[src/rtl/i2c_target_resp.sv]
`timescale 1ns/1ps
// i2c_target_resp: I2C target that ACKs its own address, hands received write
// bytes out on a valid pulse, and fetches read bytes on demand, stretching SCL
// until the byte source responds.
//
// Ports:
//   clk_i, rst_i          system clock, synchronous active-high reset
//   scl_i, sda_i          bus lines as seen on the wire (asynchronous)
//   scl_o, sda_o          open-drain drives (0 pulls low, 1 releases)
//   wr_valid_o, wr_data_o received write byte, one-cycle pulse
//   rd_req_o              one-cycle request for the next read byte
//   rd_valid_i, rd_data_i read byte handshake from the byte source
//   start_o, stop_o       one-cycle pulses on bus START / STOP
//   busy_o                high from an address match until STOP
module i2c_target_resp #(
    parameter int unsigned                I2C_ADDR_WIDTH = 7,
    parameter int unsigned                I2C_DATA_WIDTH = 8,
    parameter logic [I2C_ADDR_WIDTH-1:0]  TARGET_ADDR    = 7'h22
) (
    input  logic                      clk_i,
    input  logic                      rst_i,
    input  logic                      scl_i,
    input  logic                      sda_i,
    output logic                      scl_o,
    output logic                      sda_o,
    output logic                      wr_valid_o,
    output logic [I2C_DATA_WIDTH-1:0] wr_data_o,
    output logic                      rd_req_o,
    input  logic                      rd_valid_i,
    input  logic [I2C_DATA_WIDTH-1:0] rd_data_i,
    output logic                      start_o,
    output logic                      stop_o,
    output logic                      busy_o
);

    localparam int unsigned AW = I2C_ADDR_WIDTH;
    localparam int unsigned DW = I2C_DATA_WIDTH;
    localparam int unsigned CW = $clog2(DW + 1);

    typedef enum logic [3:0] {
        IDLE,
        ADDR,
        ADDR_ACK,
        WR_DATA,
        WR_ACK,
        RD_FETCH,
        RD_DATA,
        RD_ACK,
        IGNORE
    } state_t;

    // Synchronizer stages plus one history flop per line.
    logic scl_s1, scl_s2, scl_h;
    logic sda_s1, sda_s2, sda_h;

    always_ff @(posedge clk_i) begin
        if (rst_i) begin
            scl_s1 <= 1'b1;
            scl_s2 <= 1'b1;
            scl_h  <= 1'b1;
            sda_s1 <= 1'b1;
            sda_s2 <= 1'b1;
            sda_h  <= 1'b1;
        end else begin
            scl_s1 <= scl_i;
            scl_s2 <= scl_s1;
            scl_h  <= scl_s2;
            sda_s1 <= sda_i;
            sda_s2 <= sda_s1;
            sda_h  <= sda_s2;
        end
    end

    // Bus events; START/STOP require SCL high on both compared samples.
    logic scl_rise, scl_fall, start_det, stop_det;

    assign scl_rise  = scl_s2 & ~scl_h;
    assign scl_fall  = ~scl_s2 & scl_h;
    assign start_det = scl_s2 & scl_h & sda_h & ~sda_s2;
    assign stop_det  = scl_s2 & scl_h & ~sda_h & sda_s2;

    state_t          state, state_n;
    logic [CW-1:0]   bit_cnt, bit_cnt_n;
    logic [DW-1:0]   shreg, shreg_n;
    logic            rw, rw_n;
    // ACK states: ACK low is being driven. RD_FETCH: request already issued.
    logic            phase, phase_n;
    logic            scl_n, sda_n, wr_valid_n, rd_req_n, start_n, stop_n, busy_n;
    logic [DW-1:0]   wr_data_n;

    // State and output registers.
    always_ff @(posedge clk_i) begin
        if (rst_i) begin
            state      <= IDLE;
            bit_cnt    <= '0;
            shreg      <= '0;
            rw         <= 1'b0;
            phase      <= 1'b0;
            scl_o      <= 1'b1;
            sda_o      <= 1'b1;
            wr_valid_o <= 1'b0;
            wr_data_o  <= '0;
            rd_req_o   <= 1'b0;
            start_o    <= 1'b0;
            stop_o     <= 1'b0;
            busy_o     <= 1'b0;
        end else begin
            state      <= state_n;
            bit_cnt    <= bit_cnt_n;
            shreg      <= shreg_n;
            rw         <= rw_n;
            phase      <= phase_n;
            scl_o      <= scl_n;
            sda_o      <= sda_n;
            wr_valid_o <= wr_valid_n;
            wr_data_o  <= wr_data_n;
            rd_req_o   <= rd_req_n;
            start_o    <= start_n;
            stop_o     <= stop_n;
            busy_o     <= busy_n;
        end
    end

    // Next-state and next-output logic; STOP and START override every state.
    always_comb begin
        state_n    = state;
        bit_cnt_n  = bit_cnt;
        shreg_n    = shreg;
        rw_n       = rw;
        phase_n    = phase;
        scl_n      = scl_o;
        sda_n      = sda_o;
        wr_valid_n = 1'b0;
        wr_data_n  = wr_data_o;
        rd_req_n   = 1'b0;
        start_n    = start_det;
        stop_n     = stop_det;
        busy_n     = busy_o;

        if (stop_det) begin
            state_n   = IDLE;
            bit_cnt_n = '0;
            phase_n   = 1'b0;
            scl_n     = 1'b1;
            sda_n     = 1'b1;
            busy_n    = 1'b0;
        end else if (start_det) begin
            // Any partial byte is dropped here without a valid pulse.
            state_n   = ADDR;
            bit_cnt_n = '0;
            shreg_n   = '0;
            phase_n   = 1'b0;
            scl_n     = 1'b1;
            sda_n     = 1'b1;
        end else begin
            unique case (state)
                IDLE, IGNORE: begin
                    scl_n = 1'b1;
                    sda_n = 1'b1;
                end

                ADDR: begin
                    if (scl_rise) begin
                        shreg_n   = {shreg[DW-2:0], sda_s2};
                        bit_cnt_n = bit_cnt + CW'(1);
                        if (bit_cnt == CW'(AW)) begin
                            // Address bits already in shreg; this bit is R/W.
                            rw_n      = sda_s2;
                            bit_cnt_n = '0;
                            phase_n   = 1'b0;
                            if (shreg[AW-1:0] == TARGET_ADDR) begin
                                state_n = ADDR_ACK;
                                busy_n  = 1'b1;
                            end else begin
                                state_n = IGNORE;
                            end
                        end
                    end
                end

                ADDR_ACK, WR_ACK: begin
                    if (scl_fall) begin
                        if (!phase) begin
                            sda_n   = 1'b0;
                            phase_n = 1'b1;
                        end else begin
                            sda_n     = 1'b1;
                            bit_cnt_n = '0;
                            if (state == ADDR_ACK && rw) begin
                                // This falling edge starts the first read bit.
                                state_n  = RD_FETCH;
                                rd_req_n = 1'b1;
                                scl_n    = 1'b0;
                                phase_n  = 1'b1;
                            end else begin
                                state_n = WR_DATA;
                                phase_n = 1'b0;
                            end
                        end
                    end
                end

                WR_DATA: begin
                    if (scl_rise) begin
                        shreg_n   = {shreg[DW-2:0], sda_s2};
                        bit_cnt_n = bit_cnt + CW'(1);
                        if (bit_cnt == CW'(DW - 1)) begin
                            wr_data_n  = {shreg[DW-2:0], sda_s2};
                            wr_valid_n = 1'b1;
                            bit_cnt_n  = '0;
                            phase_n    = 1'b0;
                            state_n    = WR_ACK;
                        end
                    end
                end

                RD_FETCH: begin
                    if (!phase) begin
                        if (scl_fall) begin
                            rd_req_n = 1'b1;
                            scl_n    = 1'b0;
                            phase_n  = 1'b1;
                        end
                    end else if (rd_valid_i) begin
                        // Accepting in the request cycle itself costs no extra stretch.
                        shreg_n   = rd_data_i;
                        sda_n     = rd_data_i[DW-1];
                        scl_n     = 1'b1;
                        bit_cnt_n = CW'(1);
                        phase_n   = 1'b0;
                        state_n   = RD_DATA;
                    end
                end

                RD_DATA: begin
                    if (scl_fall) begin
                        if (bit_cnt == CW'(DW)) begin
                            sda_n     = 1'b1;
                            bit_cnt_n = '0;
                            state_n   = RD_ACK;
                        end else begin
                            shreg_n   = {shreg[DW-2:0], 1'b0};
                            sda_n     = shreg[DW-2];
                            bit_cnt_n = bit_cnt + CW'(1);
                        end
                    end
                end

                RD_ACK: begin
                    if (scl_rise) begin
                        phase_n = 1'b0;
                        state_n = sda_s2 ? IGNORE : RD_FETCH;
                    end
                end

                default: begin
                    state_n = IDLE;
                    scl_n   = 1'b1;
                    sda_n   = 1'b1;
                end
            endcase
        end
    end

endmodule

[config.mk]
export PLATFORM = sky130hd
export DESIGN_NAME = i2c_target_resp
export DESIGN_NICKNAME = d
export VERILOG_FILES = /design/src/rtl/i2c_target_resp.sv
export SDC_FILE = /design/constraint.sdc
export NUM_CORES = 1
export LEC_CHECK = 0
export BUFFER_PORTS_ARGS = -buffer_cell sky130_fd_sc_hd__buf_2
export CORE_UTILIZATION = 62
export DETAILED_ROUTE_END_ITERATION = 12
export GPL_TIMING_DRIVEN = 0
export PLACE_DENSITY = 0.95
export SETUP_SLACK_MARGIN = 0.2
export SYNTH_ARGS = -nofsm -noshare
export SYNTH_HDL_FRONTEND = slang
export SYNTH_SLANG_ARGS = --single-unit
export TNS_END_PERCENT = 10
[constraint.sdc]
create_clock -name clk_i -period 5.2 [get_ports clk_i]
set_input_delay 1.3 -clock clk_i [delete_from_list [all_inputs] [get_ports clk_i]]
set_output_delay 1.3 -clock clk_i [all_outputs]
set_load 0.1 [all_outputs]
==> results of run 1 <==
[kinds of logic (layout without fill, tap and decap cells)]
kind of cell / after synthesis / after routing / share of synthesized area (%)
DFF: 38 / 38 / 34.51
and+or+nand+nor: 97 / 97 / 25.60
buffers and inverters: 29 / 63 / 8.399
AOI/OAI and AO/OA: 72 / 72 / 24.75
muxes: 11 / 11 / 5.221
xor gates and xnor gates: 1 / 1 / 0.3973
adders and majority gates: 2 / 2 / 1.135
[final timing paths]
path                            cells past startpoint  slack [ns]                   endpoint                 startpoint
worst max-delay path                                1        2.72               wr_data_o[3]  wr_data_o[3]$_SDFFE_PP0P_
worst min-delay path                                1        0.42          sda_s2$_SDFF_PP1_          sda_s1$_SDFF_PP1_
worst max register to register                      7        3.15  wr_data_o[3]$_SDFFE_PP0P_    bit_cnt[0]$_SDFFE_PP0P_
worst min register to register                      1        0.42          sda_s2$_SDFF_PP1_          sda_s1$_SDFF_PP1_
[cell usage after synthesis, types with 3 or more instances]
cell / number
buf_6: 4
clkbuf_8: 4
dfxtp_1: 38
nand2b_1: 7
inv_1: 10
or2_2: 7
nor3_1: 4
a31oi_1: 4
o21ai_0: 11
nor2b_1: 5
a21oi_1: 20
buf_2: 5
nand3b_1: 3
nor2_1: 28
nand3_1: 7
or3_1: 3
and3b_1: 3
nand2_1: 9
clkbuf_1: 6
o32ai_1: 6
nand4b_1: 3
mux2i_1: 10
[power by group]
part	total, mW	internal [mW]	switching [mW]
Sequential	0.297	0.295	0.00240
Clock	0.208	0.101	0.107
Combinational	0.0570	0.0230	0.0340
Total	0.562	0.419	0.144
[per-layer routing]
layer	wire length, um	GRT usage [%]	up-vias
met4	213	21.27	0
li1	-	-	982
met1	2109	38.66	990
met2	2527	47.16	126
met3	445	7.773	30
met5	0	0	-
[area by class of cell]
cell class	count	area, um2
clock inverters	3	45.04
multi-input cells	183	1259
clock buffers	5	37.54
fillers	276	888.4
inverters	10	37.54
flip-flops and latches	38	760.7
plain buffers	19	147.6
repair buffers	26	130.1
well taps	46	57.56
[sequential cells by signal (all words and copies together), names as in the netlist]
signal / flops
start_o: 1
sda_o: 1
scl_h: 1
scl_s2: 1
state: 4
sda_h: 1
sda_s1: 1
stop_o: 1
rd_req_o: 1
sda_s2: 1
wr_valid_o: 1
wr_data_o: 8
rw: 1
phase: 1
busy_o: 1
shreg: 7
bit_cnt: 4
scl_s1: 1
scl_o: 1
==> flow_summary.ini, run 1 <==
[outcome]
outcome = finished clean

[detailed_routing]
drtIter0Drc = 288
wl_per_cell_um = 16.05
vias_per_cell = 6.448
firstDrtPassIters = 5
drc = 0
ant_nets = 0
vias = 2128
routed_wirelength_mm = 5.295

[finish]
layout_common_cells = 38 x dfxtp_1, 31 x buf_2, 28 x nor2_1, 20 x a21oi_1, 11 x o21ai_0
antenna_cells = 0
instances_no_fill = 330
final_area_um2 = 2475
utilization_pct = 73.59
area_growth_pct = 12.26
final_common_cell = dfxtp_1
drive_above_1_share_pct = 23.59
final_nets = 298

[clocking]
clock_latency_ns = 0.37
cts_hold_buffers = 0
path_clk_slew_ns = 0.12
post-cts-setup-buffers = 0
clkSinkCount = 38
numCtsBuffers = 5
root_buffer = clkbuf_4
cts-htree-levels = 2
cts_resized = 0
clock_path_buffers = 2
cts_tree = yes

[setup_path]
setup.worst_path.start_class = flip-flop
worstPathCellList = buf_2
cp_max_fo = 2
cp_data_required_time_ns = 3.90
arrival_ns = 1.18
end_kind = output port
path_delay_family = buffers and inverters
path_buf_inv = 1
slowest_stage = buf_2
critPathMaxStageDelay_ns = 0.44
criticalPathCategory = reg2out

[placement]
post-dp-hpwl_mm = 3.777
pre_cts_ws_ns = 2.399
dp.cells = 322
place_congestion = 0.9417
port_buffers = 26
postPlaceCellArea_um2 = 2392

[sta]
layout_setup_ws_ns = 2.721
period_share_pct = 47.68
clock.fmax_ghz = 0.4033
whs_ns = 0.4203
rsz0062_at_grt = false
fin_setup_tns_ns = 0
setup_violations = 0
worstMarginPinSlew_ns = 0.6522
max_slew_margin_pct = 56.31
fin_crit_ns = 2.479
fin_worst_skew_ns = 0.01658
hold_violations = 0
drv_slew = 0

[die]
fp-row-count = 21
die_w_um = 61.63
core_area_um2 = 3363
die_h_um = 61.63
io_pins = 28
dieArea_um2 = 3798
initial_utilization_pct = 65.55

[yosys]
async_reset_ff_share_pct = 0
yosys-top-cells-area = dfxtp_1 35%, nor2_1 4.8%, a21oi_1 4.5%
synth_cells = 250
ys_seq_area_share_pct = 34.51
synth_area_um2 = 2205
avgSynthCellArea_um2 = 8.818
synth-warning-count = 0
ys.flop_type = dfxtp_1
synth_top_area_share_pct = 34.51
ys_ff_latch = 38
ys_types = 64
synth_edf_count = 0
synth_nets = 265
synth_top_cell_by_area = dfxtp_1

[global_route]
antenna_found_initial = 0
grt_overflow = 0
grtUsageTotal_pct = 31.08
grt_pass1_vias = 1901
grt_pass1_wl_mm = 8.500
grt_max_degree = 14

[job]
maxCapViolations = 0

[power]
p_leak_nw = 0.9908
totalPowerFinal_mw = 0.5623
ir_drop_mv = 0.2624
p_per_area_nw_per_um2 = 227.2

[hold_path]
hold_class = reg2reg
(Power assumes the default switching activity.)
==> inputs of run 2 (changes only) <==
- CORE_UTILIZATION: 62 -> 52
- PLACE_DENSITY: 0.95 -> 0.88
- clock period: 5.2 -> 2 ns (I/O delays scaled with it)
==> flow_summary.ini, run 2 (synthesized netlist as in run 1, its figures left out) <==
[setup_path]
reg2reg_to = state[0]$_SDFFE_PP0P_
crit_end = state[0]$_SDFFE_PP0P_
slowest_stage = or4_1
path_delay_family = simple AND/OR/NAND/NOR gates
cp_data_required_time_ns = 2.22
reg2reg_setup_slack_ns = 0.07
startpoint = state[1]$_SDFFE_PP0P_
worstPathCellList = buf_6, nand2b_2, a32oi_2, o311ai_4, or4_1, a31oi_1
path_buf_inv = 1
worstReg2RegStart = state[1]$_SDFFE_PP0P_
path_depth = 6
cp_max_fo = 10
arrival_ns = 2.15
end_kind = flip-flop
criticalPathCategory = reg2reg
critPathMaxStageDelay_ns = 0.55
setup.worst_path.start_class = flip-flop
reg2reg_depth = 6

[outcome]
outcome = finished clean

[finish]
area_growth_pct = 21.85
drive_above_1_share_pct = 30.38
antenna_cells = 0
final_common_cell = dfxtp_1
top_register = wr_data_o
regArea_um2 = 772.0
largest_reg_flops = 8
reg.largest.list = wr_data_o (8), shreg (7)
multi_input_area_um2 = 1313
instances_no_fill = 343
fill_cells = 315
layout_common_cells = 33 x dfxtp_1, 27 x nor2_1, 27 x buf_2, 20 x a21oi_1, 11 x o21ai_0
utilization_pct = 66.68
final_area_um2 = 2686
final_nets = 307

[sta]
fin_crit_ns = 1.934
clock.fmax_ghz = 0.5170
drv_slew = 0
rsz0062_at_grt = true
fin_worst_skew_ns = 0.008781
period_share_pct = 96.71
setup_violations = 0
layout_setup_ws_ns = 0.06580
worstMarginPinSlew_ns = 0.6166
whs_ns = 0.3882
max_slew_margin_pct = 58.90
fin_setup_tns_ns = 0
hold_violations = 0

[power]
ir_drop_mv = 0.4034
totalPowerFinal_mw = 1.724
p_leak_nw = 1.095
p_per_area_nw_per_um2 = 641.6

[placement]
dp.cells = 326
place_congestion = 0.8963
post-dp-hpwl_mm = 3.694
postPlaceCellArea_um2 = 2412
port_buffers = 26
pre_cts_ws_ns = -0.06187

[detailed_routing]
firstDrtPassIters = 5
vias = 2091
wl_met1_mm = 2.370
ant_nets = 0
drc = 0
wl_per_cell_um = 16.28
vias_per_cell = 6.096
routed_wirelength_mm = 5.585
top_layer = met4
routed-wl-met3_um = 434
wl_met2_mm = 2.680
drtIter0Drc = 314

[job]
maxCapViolations = 0

[global_route]
grt_max_degree = 14
grtUsageTotal_pct = 25.91
antenna_found_initial = 0
grt_pass1_vias = 1818
grt_overflow = 0
grt_pass1_wl_mm = 8.742

[clocking]
root_buffer = clkbuf_8
clock_latency_ns = 0.29
path_clk_slew_ns = 0.08
cts-htree-levels = 2
cts_tree = yes
clock_path_buffers = 2
numCtsBuffers = 5
clkSinkCount = 38
cts_hold_buffers = 0

[die]
die_w_um = 67.11
initial_utilization_pct = 54.72
die_h_um = 67.11
core_area_um2 = 4029
io_pins = 28
fp-row-count = 23
dieArea_um2 = 4504

[hold_path]
hold_class = in2reg
-- run 2: how the worst min path moves through the flow --
stage	start	to	slack, ns	cells after the start
after floorplan	scl_s1$_SDFF_PP1_	scl_s2$_SDFF_PP1_	0.39	1
after global placement	sda_s1$_SDFF_PP1_	sda_s2$_SDFF_PP1_	0.39	1
after detailed placement	sda_s1$_SDFF_PP1_	sda_s2$_SDFF_PP1_	0.39	1
after CTS	scl_i	scl_s1$_SDFF_PP1_	0.38	2
after global routing	sda_i	sda_s1$_SDFF_PP1_	0.38	2
final	scl_i	scl_s1$_SDFF_PP1_	0.39	2
-- run 2: final cells by class --
| class | count | area share [%] |
|---|---|---|
| plain buffers | 19 | 6.195 |
| clock buffers | 5 | 2.562 |
| clock inverters | 3 | 2.562 |
| inverters | 10 | 1.397 |
| multi-input cells | 183 | 48.86 |
| flip-flops and latches | 38 | 28.74 |
| well taps | 50 | 2.329 |
| repair buffers | 35 | 7.359 |
-- run 2: what timing repair did --
action,in CTS,in global routing
setup endpoints to repair,26,26
buffers inserted,5,4
gates resized for setup,13,8
pin swaps,7,2
-- run 2: report_power, final --
group	total, mW	switching [mW]	internal (mW)
clock	0.786	0.286	0.500
sequential	0.771	0.00719	0.763
combinational	0.168	0.0955	0.0720
total	1.72	0.388	1.34
-- run 2: metal layers --
metal / up-vias / GRT usage [%]
li1: 1002 / -
met4: 0 / 8.511
met2: 97 / 40.88
met5: - / 0
met1: 979 / 34.23
met3: 13 / 6.336
